File: src/rtl/fetch_sequencer.sv
// fetch_sequencer: owns the program counter, drives the instruction-memory
// word index and captures the returned word into the IF/ID register.
// Handles load-use stalls, branch/jump redirects and out-of-range fetches.
module fetch_sequencer #(
    parameter int unsigned MEM_DEPTH = 21,
    parameter int unsigned RESET_PC  = 0,
    parameter int unsigned CNT_W     = 16
) (
    input  logic             clk,
    input  logic             rst_n,
    input  logic             stall_i,
    input  logic             redirect_i,
    input  logic [31:0]      redirect_pc_i,
    output logic [31:0]      imem_pc_o,
    input  logic [31:0]      imem_instr_i,
    output logic [31:0]      ifid_instr_o,
    output logic [31:0]      ifid_pc_o,
    output logic             ifid_valid_o,
    output logic             halted_o,
    output logic [CNT_W-1:0] fetch_count_o
);

    typedef enum logic [1:0] {
        S_BOOT = 2'd0,
        S_RUN  = 2'd1,
        S_HALT = 2'd2
    } state_t;

    localparam logic [31:0] DEPTH    = 32'(MEM_DEPTH);
    localparam logic [31:0] PC_RESET = 32'(RESET_PC);

    state_t           state_q, state_d;
    logic [31:0]      pc_q, pc_d;
    logic [31:0]      instr_q, instr_d;
    logic [31:0]      ifpc_q, ifpc_d;
    logic             valid_q, valid_d;
    logic             halted_q, halted_d;
    logic [CNT_W-1:0] cnt_q, cnt_d;
    logic             pc_in_range;

    // Saturating increment: the counter sticks at all-ones instead of wrapping.
    function automatic logic [CNT_W-1:0] sat_inc(input logic [CNT_W-1:0] v);
        if (v == {CNT_W{1'b1}}) begin
            return v;
        end
        return v + {{(CNT_W-1){1'b0}}, 1'b1};
    endfunction

    // Unsigned 32-bit range test; the memory is never addressed past its end.
    assign pc_in_range = (pc_q < DEPTH);
    assign imem_pc_o   = pc_in_range ? pc_q : 32'd0;

    // Next-state logic: redirect beats stall, stall beats range check, then fetch.
    always_comb begin
        state_d = state_q;
        pc_d    = pc_q;
        instr_d = instr_q;
        ifpc_d  = ifpc_q;
        valid_d = valid_q;
        cnt_d   = cnt_q;
        case (state_q)
            S_BOOT: begin
                // One dead cycle with no capture; stall has no meaning yet.
                state_d = S_RUN;
                if (redirect_i) begin
                    pc_d = redirect_pc_i;
                end
            end
            S_RUN: begin
                if (redirect_i) begin
                    // Squash whatever is in IF/ID but leave its payload alone.
                    pc_d    = redirect_pc_i;
                    valid_d = 1'b0;
                end else if (stall_i) begin
                    // Everything holds, including the valid bit.
                end else if (!pc_in_range) begin
                    valid_d = 1'b0;
                    state_d = S_HALT;
                end else begin
                    instr_d = imem_instr_i;
                    ifpc_d  = pc_q;
                    valid_d = 1'b1;
                    pc_d    = pc_q + 32'd1;
                    cnt_d   = sat_inc(cnt_q);
                end
            end
            S_HALT: begin
                // Only a redirect gets us out; an out-of-range target comes
                // straight back here via the RUN range check.
                valid_d = 1'b0;
                if (redirect_i) begin
                    pc_d    = redirect_pc_i;
                    state_d = S_RUN;
                end
            end
            default: begin
                state_d = S_BOOT;
                valid_d = 1'b0;
            end
        endcase
        halted_d = (state_d == S_HALT);
    end

    // State, PC, IF/ID and counter registers with asynchronous clear.
    always_ff @(posedge clk or negedge rst_n) begin
        if (!rst_n) begin
            state_q  <= S_BOOT;
            pc_q     <= PC_RESET;
            instr_q  <= 32'd0;
            ifpc_q   <= 32'd0;
            valid_q  <= 1'b0;
            halted_q <= 1'b0;
            cnt_q    <= '0;
        end else begin
            state_q  <= state_d;
            pc_q     <= pc_d;
            instr_q  <= instr_d;
            ifpc_q   <= ifpc_d;
            valid_q  <= valid_d;
            halted_q <= halted_d;
            cnt_q    <= cnt_d;
        end
    end

    assign ifid_instr_o  = instr_q;
    assign ifid_pc_o     = ifpc_q;
    assign ifid_valid_o  = valid_q;
    assign halted_o      = halted_q;
    assign fetch_count_o = cnt_q;

endmodule

File: config.mk
export PLATFORM = sky130hd
export DESIGN_NAME = fetch_sequencer
export DESIGN_NICKNAME = d
export VERILOG_FILES = /design/src/rtl/fetch_sequencer.sv
export SDC_FILE = /design/constraint.sdc
export NUM_CORES = 1
export LEC_CHECK = 0
export BUFFER_PORTS_ARGS = -buffer_cell sky130_fd_sc_hd__buf_4
export CAP_MARGIN = 20
export CORE_MARGIN = 2
export CORE_UTILIZATION = 54
export CTS_CLUSTER_DIAMETER = 120
export DETAILED_ROUTE_END_ITERATION = 8
export PLACE_DENSITY = 0.85
export SYNTH_ARGS = -nofsm -noshare
export SYNTH_HDL_FRONTEND = slang
export SYNTH_SLANG_ARGS = --single-unit
export TNS_END_PERCENT = 1
File: constraint.sdc
create_clock -name clk -period 3.28 [get_ports clk]
set_clock_uncertainty 0.05 [all_clocks]
set_input_delay 0.656 -clock clk [delete_from_list [all_inputs] [get_ports clk]]
set_output_delay 0.656 -clock clk [all_outputs]
set_load 0.01 [all_outputs]
Yosys cells after proc, flatten, opt, wreduce, memory -nomap -nowiden --
Cells that the tools add are included.
Cells by class: multiplexer cells 21, order comparisons 1, reduce and logical (&&, ||, !) cells 7, eq/ne operators 8, bitwise gates (word level) 3, add/subtract/negate cells 2
Operator list (count):
- two-way mux 32 bit | 5
- one-hot mux 32 bit (2 select lines) | 1
- adder 32 x 1 -> 32 bit (second input constant) | 1
- less-than comparator 32 x 5 -> 1 bit (second input constant) | 1
- adder 16 x 1 -> 16 bit (second input constant) | 1
- == test 16 bit (second input constant) | 1
- two-way mux 16 bit | 1
- two-way mux 1 bit | 8
- two-way mux 2 bit | 4
- AND reduction 4 bit | 2
- != test 3 bit (second input constant) | 2
- one-hot mux 2 bit (3 select lines) | 1
- AND reduction 5 bit | 1
- == test 2 bit (second input constant) | 2
- NOT 1 bit | 3
- == test 2 x 1 -> 1 bit (second input constant) | 1
- logical NOT 2 bit | 1
- != test 2 x 1 -> 1 bit (second input constant) | 1
- != test 2 bit (second input constant) | 1
- one-hot mux 1 bit (2 select lines) | 1
- AND reduction 2 bit | 1
- nonzero test 2 bit | 1
- OR reduction 2 bit | 1
Storage, ports and cells: register bits after elaboration 116, output and inout port bits 114, bits of input ports 68

Longest topological paths before layout --
Gate-level depths: netlist of run 1.
depth after elaboration 8, gate-level depth with buffers 8, depth with buffers taken out 6

Worst setup path before layout of run 1 --
OpenSTA, ideal clock, no wires.
path type in2reg, from input redirect_i, to register instr_q[0], in the netlist ifid_instr_o[0], buffers on the path 4, stages 8, required time 3.105 ns, setup slack 0.919 ns, library setup time 0.125 ns, data arrival time 2.186 ns, path through buf_2 > nor2b_1 > clkbuf_1 > nand4b_4 > nor3_2 > buf_2 > buf_4 > mux2_2
Between the ends: longest elaborated chain between the ends 2
Ends and longest elaborated chain:
- from (decl) | line 12 | input logic redirect_i,
- NOT 1 bit (no source line)
- AND reduction 4 bit (no source line)
- to (signal assigned) | line 117 | instr_q <= instr_d;
- to (decl) | line 34 | logic [31:0] instr_q, instr_d;
No other way between the ends. A chain may end at the register's enable or synchronous reset.

Final worst setup path of run 1 --
from register pc_q[26], to output imem_pc_o[1]
Between the ends: longest elaborated chain between the ends 2
Ends and longest elaborated chain:
- from (decl) | line 33 | logic [31:0] pc_q, pc_d;
- from (signal assigned) | line 116 | pc_q <= pc_d;
- less-than comparator 32 x 5 -> 1 bit | line 50 | assign pc_in_range = (pc_q < DEPTH);
- two-way mux 32 bit | line 51 | assign imem_pc_o = pc_in_range ? pc_q : 32'd0;
- to (decl) | line 14 | output logic [31:0] imem_pc_o,
No other way between the ends.

==> key figures, run 1 <==
Flow run
  • Max-cap check violation count: 0

Logic synthesis
  • Post-Synth XOR/XNOR Area: 0.0236
  • Synthesized area: 5190 um^2
  • Simple-Gate Fraction of Synth Area: 0.175
  • Async SR Flop Fraction: 1.00
  • Synth Area in Adders: 0.00724
  • Yosys reg bits: 116
  • Cell with the most instances after synthesis: dfrtp_1
  • Top cell type by total area after synthesis: dfrtp_1
  • Synthesized area per cell: 10.9 um^2
  • Largest family of logic cells by synthesized area: simple AND/OR/NAND/NOR gates
  • Yosys warns: 0
  • Post-Synthesis Cells: 475
  • Compound-Gate Fraction of Synth Area: 0.0837
  • Top FF cell, synth: dfrtp_1
  • Mux share of post-synthesis cell area: 0.0847
  • Synth cell types: 45
  • Ranking of synthesized cells by area: dfrtp_1 (56%), mux2_2 (8.5%), buf_4 (4.3%), nand2_1 (3.6%), nor2b_1 (3.5%)
  • Sequential-to-total area share from yosys stat: 0.560
  • Synth cell count leaders: dfrtp_1 (116), nand2_1 (50), mux2_2 (39)
  • Post-synth EDFFs: 0
  • Synth top area share: 0.560

Clocking
  • Root Driver: clkbuf_8
  • CTS Sinks: 116
  • CTS Buf Count: 17
  • Reg clk slew, reported paths: 0.06 ns
  • CTS Buffer Depth: 2
  • CTS tree: yes
  • CTS HTree Levels: 4
  • Worst-Skew Late Latency: 0.52 ns

Placement
  • DP Area: 6370 um^2
  • Gp weighted congestion: 0.914
  • Port-buffer cells: 154
  • HPWL Detailed: 9.02 mm

Final layout
  • Fin area: 6990 um^2
  • Synthesis-to-layout area growth: 34.7%
  • Ant. Diodes: 0
  • Fill cells: 633
  • Final nets: 703
  • Fraction of layout cells with a size suffix above 1: 0.364

Routing
  • DR iter-0 viols: 269
  • Total wire length: 12.7 mm
  • Drt drc: 0
  • Vias after detailed routing: 4191
  • Routed len/inst: 16.4 um
  • First drt pass iteration count: 5
  • ANT nets after route: 0
  • DR vias/cell: 5.41

Global routing
  • GR Overflow Total: 0
  • Largest net degree at the start of global routing: 66
  • Global Route Usage Sum: 0.252
  • Vias in the first global route: 4026
  • First-pass GRT wire length: 19.8 mm
  • Initial antenna violation count: 0

Power and ir drop
  • Power Total: 3.84 mW
  • Pwr dens: 550 nW/um^2
  • VDD IR-drop max: 352 uV
  • Leakage: 3.57 nW

Setup path
  • Buf/Inv on CP: 1
  • Worst setup EP type: output pin
  • Top delay family on crit path: simple AND/OR/NAND/NOR gates
  • Crit-path slowest cell: nor4_1
  • Startpoint Class: register
  • CP Data Arrival Time: 2.42 ns
  • CP peak stage delay: 0.48 ns
  • Worst-path fanout max: 9
  • CP Class: reg -> out
  • WP data required: 2.57 ns
  • Cell breakdown of the critical path: nor4_1 > and4_1 > and3_1 > and2_1 > buf_4

Timing
  • Final worst-path cycle share: 0.953
  • Rel. slew slack: 0.442
  • Unrepaired setup endpoints after global routing: false
  • Fmax achieved: 0.320 GHz
  • Slew @ Worst Pin: 0.837 ns
  • Fin crit period: 3.13 ns
  • Setup TNS Final: 0 ns
  • Setup violators final: 0
  • Final hold vios: 0
  • Max-slew violation total from the final report: 0

Min path
  • Hold WC Path Type: in -> async

Floorplan
  • Starting Density: 0.559
  • Io pins: 182
  • Core Region: 9280 um^2
  • Die W: 102 um
  • Die ar.: 10400 um^2
  • Row cnt: 35
  • Die Ht: 102 um

Outcome
  • Status: completed
## cell usage in the layout, fill, tap and decap left out, drive strengths merged, types with 2 or more instances in the layout
cell type,synthesis,layout
a22o,2,2
a21oi,18,18
and2,6,6
a31oi,2,2
o22a,2,2
nand2,50,50
nand3,20,20
buf,38,160
clkbuf,10,17
nand2b,5,5
nor3,6,6
a22oi,4,4
nand4b,2,2
o22ai,11,11
inv,9,16
dfrtp,116,116
xnor2,13,13
nor4,6,6
bufinv,0,3
o21ai,18,18
nor2,33,33
mux2,39,39
nand4,12,12
and4,2,2
ha,3,3
a41oi,2,2
conb,1,27
clkinvlp,0,2
nor2b,29,29
clkinv,0,3
and3,5,5
## cell type report
class	count	area (um^2)	area share
clock buffer	17	414	0.0593
sequential	116	2900	0.416
timing repair buffer	160	1230	0.176
tap	129	161	0.0231
clock inverter	15	194	0.0278
multi-input combinational	328	2050	0.294
inverter	9	33.8	0.00484
## routing by layer
| metal | GRT usage | share of wire | vias to the layer above |
|---|---|---|---|
| met5 | 0 | 0 | - |
| met4 | 0.119 | 0.024 | 0 |
| met2 | 0.403 | 0.49 | 224 |
| li1 | - | - | 1924 |
| met3 | 0.0787 | 0.087 | 25 |
| met1 | 0.314 | 0.39 | 2018 |
## through the flow
| step | hold WS, ns | worst slack (ns) | utilization | std cells |
|---|---|---|---|---|
| final | 0.154 | 0.153 | 0.752 | 774 |
| after global routing | 0.184 | 0.00232 | 0.752 | 774 |
| after CTS | 0.156 | 0.113 | 0.752 | 774 |
| after detailed placement | 0.438 | 0.660 | 0.686 | 742 |
| after global placement | 0.435 | 0.725 | 0.686 | 742 |
| after floorplan | 0.310 | 0.919 | - | 501 |
## worst register-to-register path, stage by stage (launching register included)
cell       delay [ns]
dfrtp_1          0.42
nor4_1           0.48
nand4_1          0.35
a2111oi_4        0.87
mux2_2           0.41
## registers in the layout (all words and copies together) (netlist names)
register / count
ifid_instr_o: 32
ifid_pc_o: 32
halted_o: 1
pc_q: 32
fetch_count_o: 16
ifid_valid_o: 1
state_q: 2
## path summary, 6_finish.rpt
kind	endpoint	slack, ns	start	cells after the start
worst max-delay path	imem_pc_o[1]	0.15	pc_q[26]	5
worst min-delay path	fetch_count_o[10]	0.15	rst_n	1
worst max register to register	fetch_count_o[1]	0.60	pc_q[26]	4
worst min register to register	ifid_pc_o[7]	0.45	ifid_pc_o[7]	1
max in group asynchronous	ifid_pc_o[4]	2.25	rst_n	2
min in group clk	pc_q[16]	0.28	redirect_pc_i[16]	3
## report_power, final
part           switching, mW  total, mW  internal, mW
Clock                  0.695       1.87          1.18
Sequential             0.104       1.61          1.51
Combinational          0.205      0.357         0.152
## logic make-up after synthesis
logic type / Yosys count
other: 1
AOI/OAI and AO/OA: 67
and+or+nand+nor: 178
DFF: 116
muxes: 39
buffers and inverters: 57
xor gates and xnor gates: 14
adders and majority gates: 3
## timing repair
action,CTS,global route
endpoints found under the setup margin,0,5
resized for setup,0,1
endpoints found under the hold margin,0,0
setup buffers,0,0
hold buffers,0,0
(Power assumes the default switching activity.)
==> run 2: changes to the inputs <==
--- a/config.mk
+++ b/config.mk
@@ -11,6 +11,8 @@
 export CORE_UTILIZATION = 54
 export CTS_CLUSTER_DIAMETER = 120
 export DETAILED_ROUTE_END_ITERATION = 8
+export GPL_ROUTABILITY_DRIVEN = 0
+export MAX_ROUTING_LAYER = met4
 export PLACE_DENSITY = 0.85
 export SYNTH_ARGS = -nofsm -noshare
 export SYNTH_HDL_FRONTEND = slang
==> run 2 against run 1 <==
  * Worst setup slack got worse by 0.0013 ns
  * Clock-buffer cell count unchanged
  * Final area unchanged
  * Die area unchanged
  * Flip-flop and latch count unchanged
==> key figures, run 2 (same netlist as run 1, synthesis figures left out) <==
Routing
  • DR vias/cell: 5.41 (-0.12%)
  • Drt drc: 0 (unchanged)
  • ANT nets after route: 0 (unchanged)
  • Vias after detailed routing: 4186 (-0.12%)
  • DR iter-0 viols: 272 (+1.1%)
  • Total wire length: 12.7 mm (about the same)
  • First drt pass iteration count: 5 (unchanged)
  • Routed len/inst: 16.4 um (about the same)

Clocking
  • CTS Buf Count: 17 (unchanged)
  • Worst-Skew Late Latency: 0.52 ns (about the same)
  • # resized after CTS: 0 (unchanged)
  • CTS Sinks: 116 (unchanged)
  • Root Driver: clkbuf_8
  • # hold bufs at CTS: 0 (unchanged)
  • CTS HTree Levels: 4 (unchanged)
  • CTS Buffer Depth: 2 (unchanged)
  • Reg clk slew, reported paths: 0.06 ns (about the same)
  • CTS tree: yes
  • Setup Buffers After CTS: 0 (unchanged)

Setup path
  • CP peak stage delay: 0.48 ns (about the same)
  • Startpoint Class: register
  • Crit-path slowest cell: nor4_1
  • Worst-path fanout max: 9 (unchanged)
  • Worst setup EP type: output pin
  • CP Class: reg -> out
  • CP Data Arrival Time: 2.42 ns (about the same)
  • WP data required: 2.57 ns (about the same)
  • Buf/Inv on CP: 1 (unchanged)
  • Crit path depth: 5 (unchanged)
  • Cell breakdown of the critical path: nor4_1 > and4_1 > and3_1 > and2_1 > buf_4
  • Cell count of the worst reg-to-reg path: 4 (unchanged)
  • Top delay family on crit path: simple AND/OR/NAND/NOR gates

Placement
  • DP Area: 6370 um^2 (unchanged)
  • Port-buffer cells: 154 (unchanged)
  • HPWL Detailed: 9.02 mm (unchanged)

Global routing
  • GR Overflow Total: 0 (unchanged)
  • Initial antenna violation count: 0 (unchanged)
  • Global Route Usage Sum: 0.259 (+0.00763)
  • Vias in the first global route: 4039 (+0.32%)
  • Largest net degree at the start of global routing: 66 (unchanged)
  • First-pass GRT wire length: 19.8 mm (+0.21%)

Floorplan
  • Row cnt: 35 (unchanged)
  • Die W: 102 um (unchanged)
  • Starting Density: 0.559 (unchanged)
  • Die ar.: 10400 um^2 (unchanged)
  • Io pins: 182 (unchanged)
  • Core Region: 9280 um^2 (unchanged)
  • Die Ht: 102 um (unchanged)

Final layout
  • Synthesis-to-layout area growth: 34.7% (unchanged)
  • Most common cell after layout, fill and taps aside: buf_4
  • Fraction of layout cells with a size suffix above 1: 0.364 (unchanged)
  • Final nets: 703 (unchanged)
  • Most frequent cells in the layout: buf_4 (158), dfrtp_1 (116), nand2_1 (50)
  • Fin area: 6990 um^2 (unchanged)
  • Ant. Diodes: 0 (unchanged)

Timing
  • Rel. slew slack: 0.441 (about the same)
  • Max-slew violation total from the final report: 0 (unchanged)
  • Setup violators final: 0 (unchanged)
  • Final hold vios: 0 (unchanged)
  • Fin crit period: 3.13 ns (+0.00129 ns)
  • Final worst-path cycle share: 0.954 (about the same)
  • Slew @ Worst Pin: 0.838 ns (+0.000458 ns)
  • Worst hold margin: 0.154 ns (+0.000358 ns)
  • Unrepaired setup endpoints after global routing: false
  • Fmax achieved: 0.320 GHz (about the same)
  • Setup TNS Final: 0 ns (unchanged)

Power and ir drop
  • Leakage: 3.57 nW (unchanged)
  • Pwr dens: 550 nW/um^2 (about the same)
  • VDD IR-drop max: 352 uV (-0.16%)

Flow run
  • Max-cap check violation count: 0 (unchanged)

Outcome
  • Status: completed

Min path
  • Hold WC Path Type: in -> async
[run 2: cell counts in the layout (fill, tap and decap cells not counted)]
No cell type changed its count.
[run 2: layout make-up]
class / count / area (um^2)
inverters: 9 / 33.8
repair buffers: 160 / 1230
clock inverters: 15 / 194
flip-flops and latches: 116 / 2900
fillers: 633 / 2300
well taps: 129 / 161
multi-input cells: 328 / 2050
clock buffers: 17 / 414
[run 2: worst paths after layout]
path                              startpoint                end  slack [ns]
max                                 pc_q[26]       imem_pc_o[1]        0.15
min                                    rst_n  fetch_count_o[10]        0.15
max reg2reg                         pc_q[26]   fetch_count_o[1]        0.60
min reg2reg                    ifid_pc_o[24]      ifid_pc_o[24]        0.45
max in group asynchronous              rst_n       ifid_pc_o[4]        2.25
min in group clk           redirect_pc_i[16]           pc_q[16]        0.28
[run 2: metal layers]
metal / wire length, um / part of all wire / track usage / up-vias
li1: - / - / - / 1918
met3: 1040 / 0.082 / 0.0705 / 32
met4: 339 / 0.027 / 0.128 / 0
met2: 6300 / 0.50 / 0.401 / 228
met5: 0 / 0 / - / -
met1: 5020 / 0.40 / 0.316 / 2008
[run 2: metrics by stage]
step                power (mW)  setup slack [ns]  cells  utilization
global route              4.00           0.00642    774        0.752
finish                    3.84             0.152    774        0.752
global placement          1.96             0.725    742        0.686
CTS                       3.86             0.113    774        0.752
floorplan                 1.83             0.919    501            -
detailed placement        1.98             0.660    742        0.686
[run 2: where the power goes]
part / leakage (nW) / total, mW / switching [mW] / internal, mW
clock: 0.294 / 1.87 / 0.696 / 1.18
combinational: 1.74 / 0.357 / 0.205 / 0.152
sequential: 1.53 / 1.61 / 0.103 / 1.51
total: 3.57 / 3.84 / 1.00 / 2.84
==> run 3: changes to the inputs <==
==> constraint.sdc (replaced) <==
create_clock -name clk -period 3.28 [get_ports clk]
set_clock_uncertainty 0.05 [all_clocks]
set_input_delay 0.328 -clock clk [delete_from_list [all_inputs] [get_ports clk]]
set_output_delay 0.328 -clock clk [all_outputs]
set_load 0.01 [all_outputs]
==> run 3 against run 2 <==
  * Final cell count is 4.8% higher
  * Register-to-register slack worse by 0.09 ns
  * Core utilization is 3.5 points higher
  * Power is 2.8% lower
  * First-iteration DRC count is 13% higher
  * Wire length is 14% higher
  * Critical path type unchanged
  * Critical endpoint unchanged
==> key figures, run 3 (same netlist as run 1, synthesis figures left out) <==
Global routing
  • Largest net degree at the start of global routing: 66 (unchanged)
  • First-pass GRT wire length: 22.1 mm (+11%)
  • Global Route Usage Sum: 0.290 (+0.0302)
  • GR Overflow Total: 0 (unchanged)
  • Vias in the first global route: 4329 (+7.2%)
  • Initial antenna violation count: 0 (unchanged)

Routing
  • Total wire length: 14.5 mm (+14%)
  • First drt pass iteration count: 5 (unchanged)
  • Vias after detailed routing: 4402 (+5.2%)
  • Drt drc: 0 (unchanged)
  • DR vias/cell: 5.43 (+0.36%)
  • Routed len/inst: 17.9 um (+9.0%)
  • ANT nets after route: 0 (unchanged)
  • DR iter-0 viols: 306 (+13%)

Timing
  • Worst hold margin: 0.0172 ns (-0.137 ns)
  • Max-slew violation total from the final report: 0 (unchanged)
  • Final worst-path cycle share: 0.856 (-0.0982)
  • Setup TNS Final: 0 ns (unchanged)
  • Fmax achieved: 0.356 GHz (+11%)
  • Unrepaired setup endpoints after global routing: false
  • Setup violators final: 0 (unchanged)
  • Fin crit period: 2.81 ns (-0.322 ns)
  • Final hold vios: 0 (unchanged)
  • Slew @ Worst Pin: 0.864 ns (+0.0264 ns)
  • Rel. slew slack: 0.424 (-0.0176)

Final layout
  • Ant. Diodes: 0 (unchanged)
  • Most common cell after layout, fill and taps aside: buf_4
  • Most frequent cells in the layout: buf_4 (157), dfrtp_1 (116), nand2_1 (50)
  • Synthesis-to-layout area growth: 40.8%
  • Final nets: 740 (+5.3%)
  • Layout Utilization: 0.787 (+0.0345)
  • Fraction of layout cells with a size suffix above 1: 0.342 (-0.0227)

Clocking
  • CTS HTree Levels: 4 (unchanged)
  • CTS Buf Count: 17 (unchanged)
  • Setup Buffers After CTS: 0 (unchanged)
  • Root Driver: clkbuf_8
  • Worst-Skew Late Latency: 0.51 ns (about the same)
  • CTS tree: yes
  • CTS Buffer Depth: 2 (unchanged)
  • CTS Sinks: 116 (unchanged)
  • Reg clk slew, reported paths: 0.06 ns (about the same)

Power and ir drop
  • Pwr dens: 511 nW/um^2 (-7.0%)
  • Clock Power Share: 0.463 (-0.025)
  • Logic pwr share: 0.107 (+0.014)
  • VDD IR-drop max: 362 uV (+2.9%)
  • Sequential power share: 0.431 (+0.012)
  • Internal Power: 2.71 mW (-4.5%)
  • Switching Share: 0.274 (+0.0132)
  • Switch Pwr: 1.03 mW (+2.2%)
  • Leakage: 3.70 nW (+3.7%)

Floorplan
  • Core Region: 9280 um^2 (unchanged)
  • Die ar.: 10400 um^2 (unchanged)
  • Starting Density: 0.559 (unchanged)
  • Io pins: 182 (unchanged)
  • Row cnt: 35 (unchanged)
  • Die W: 102 um (unchanged)
  • Die Ht: 102 um (unchanged)

Min path
  • Hold WC Path Type: in -> reg
  • Min-delay src: imem_instr_i[26]

Flow run
  • Max-cap check violation count: 0 (unchanged)

Setup path
  • Startpoint Class: register
  • CP Class: reg -> out
  • Setup crit start: pc_q[28]
  • WP data required: 2.90 ns (+0.33 ns)
  • Worst-path fanout max: 9 (unchanged)
  • CP Data Arrival Time: 2.43 ns (about the same)
  • Worst setup EP type: output pin
  • Worst R2R Start: pc_q[17]

Placement
  • Port-buffer cells: 154 (unchanged)
  • HPWL Detailed: 8.98 mm (-0.48%)

Outcome
  • Status: completed
## run 3: routing by layer
| metal | share of wire | track usage |
|---|---|---|
| met5 | 0 | - |
| met4 | 0.031 | 0.119 |
| met3 | 0.086 | 0.0814 |
| met2 | 0.51 | 0.476 |
| met1 | 0.37 | 0.337 |
## run 3: layout make-up
type | instances | area, um^2
Sequential cell | 116 | 2900
Multi-Input combinational cell | 328 | 2050
Fill cell | 571 | 1980
Timing Repair Buffer | 197 | 1600
Clock buffer | 17 | 414
Tap cell | 129 | 161
Clock inverter | 15 | 148
Inverter | 9 | 33.8
## run 3: final timing paths
kind / endpoint / slack, ns / depth (start not counted)
min in group asynchronous: ifid_instr_o[23] / 0.38 / 2
max in group asynchronous: state_q[0] / 2.02 / 3
hold reg to reg: pc_q[14] / 0.45 / 2
setup reg to reg: fetch_count_o[14] / 0.51 / 5
setup / recovery: imem_pc_o[1] / 0.47 / 5
hold / removal: ifid_instr_o[26] / 0.02 / 2
## run 3: repair_timing
| action | 4_1_cts | 5_1_grt |
|---|---|---|
| hold buffers | 38 | 0 |
| gates resized for setup | 0 | 0 |
| endpoints found under the hold margin | 95 | 0 |
## run 3: critical path, cell delays in order (launching register included)
cell     delay (ns)
dfrtp_1        0.41
or4_1          0.59
a21oi_1        0.23
and3_1         0.37
and2_1         0.19
buf_4          0.13
## run 3: power by group through the flow
stage                     registers (mW)  clock network (mW)  logic [mW]
final                               1.61                1.73       0.399
after global placement              1.62                   0       0.338
after global routing                1.62                1.82       0.441
after detailed placement            1.62                   0       0.347
after floorplan                     1.59                   0       0.236
after CTS                           1.60                1.74       0.390
## run 3: stage by stage
step / area (um^2) / total power [mW] / worst slack [ns] / instances
final: 7310 / 3.74 / 0.474 / 811
after detailed placement: 6360 / 1.97 / 0.606 / 741
after global placement: 6360 / 1.96 / 0.683 / 741
after floorplan: 5290 / 1.83 / 1.17 / 501
after CTS: 7310 / 3.73 / 0.473 / 811
after global routing: 7310 / 3.88 / 0.364 / 811
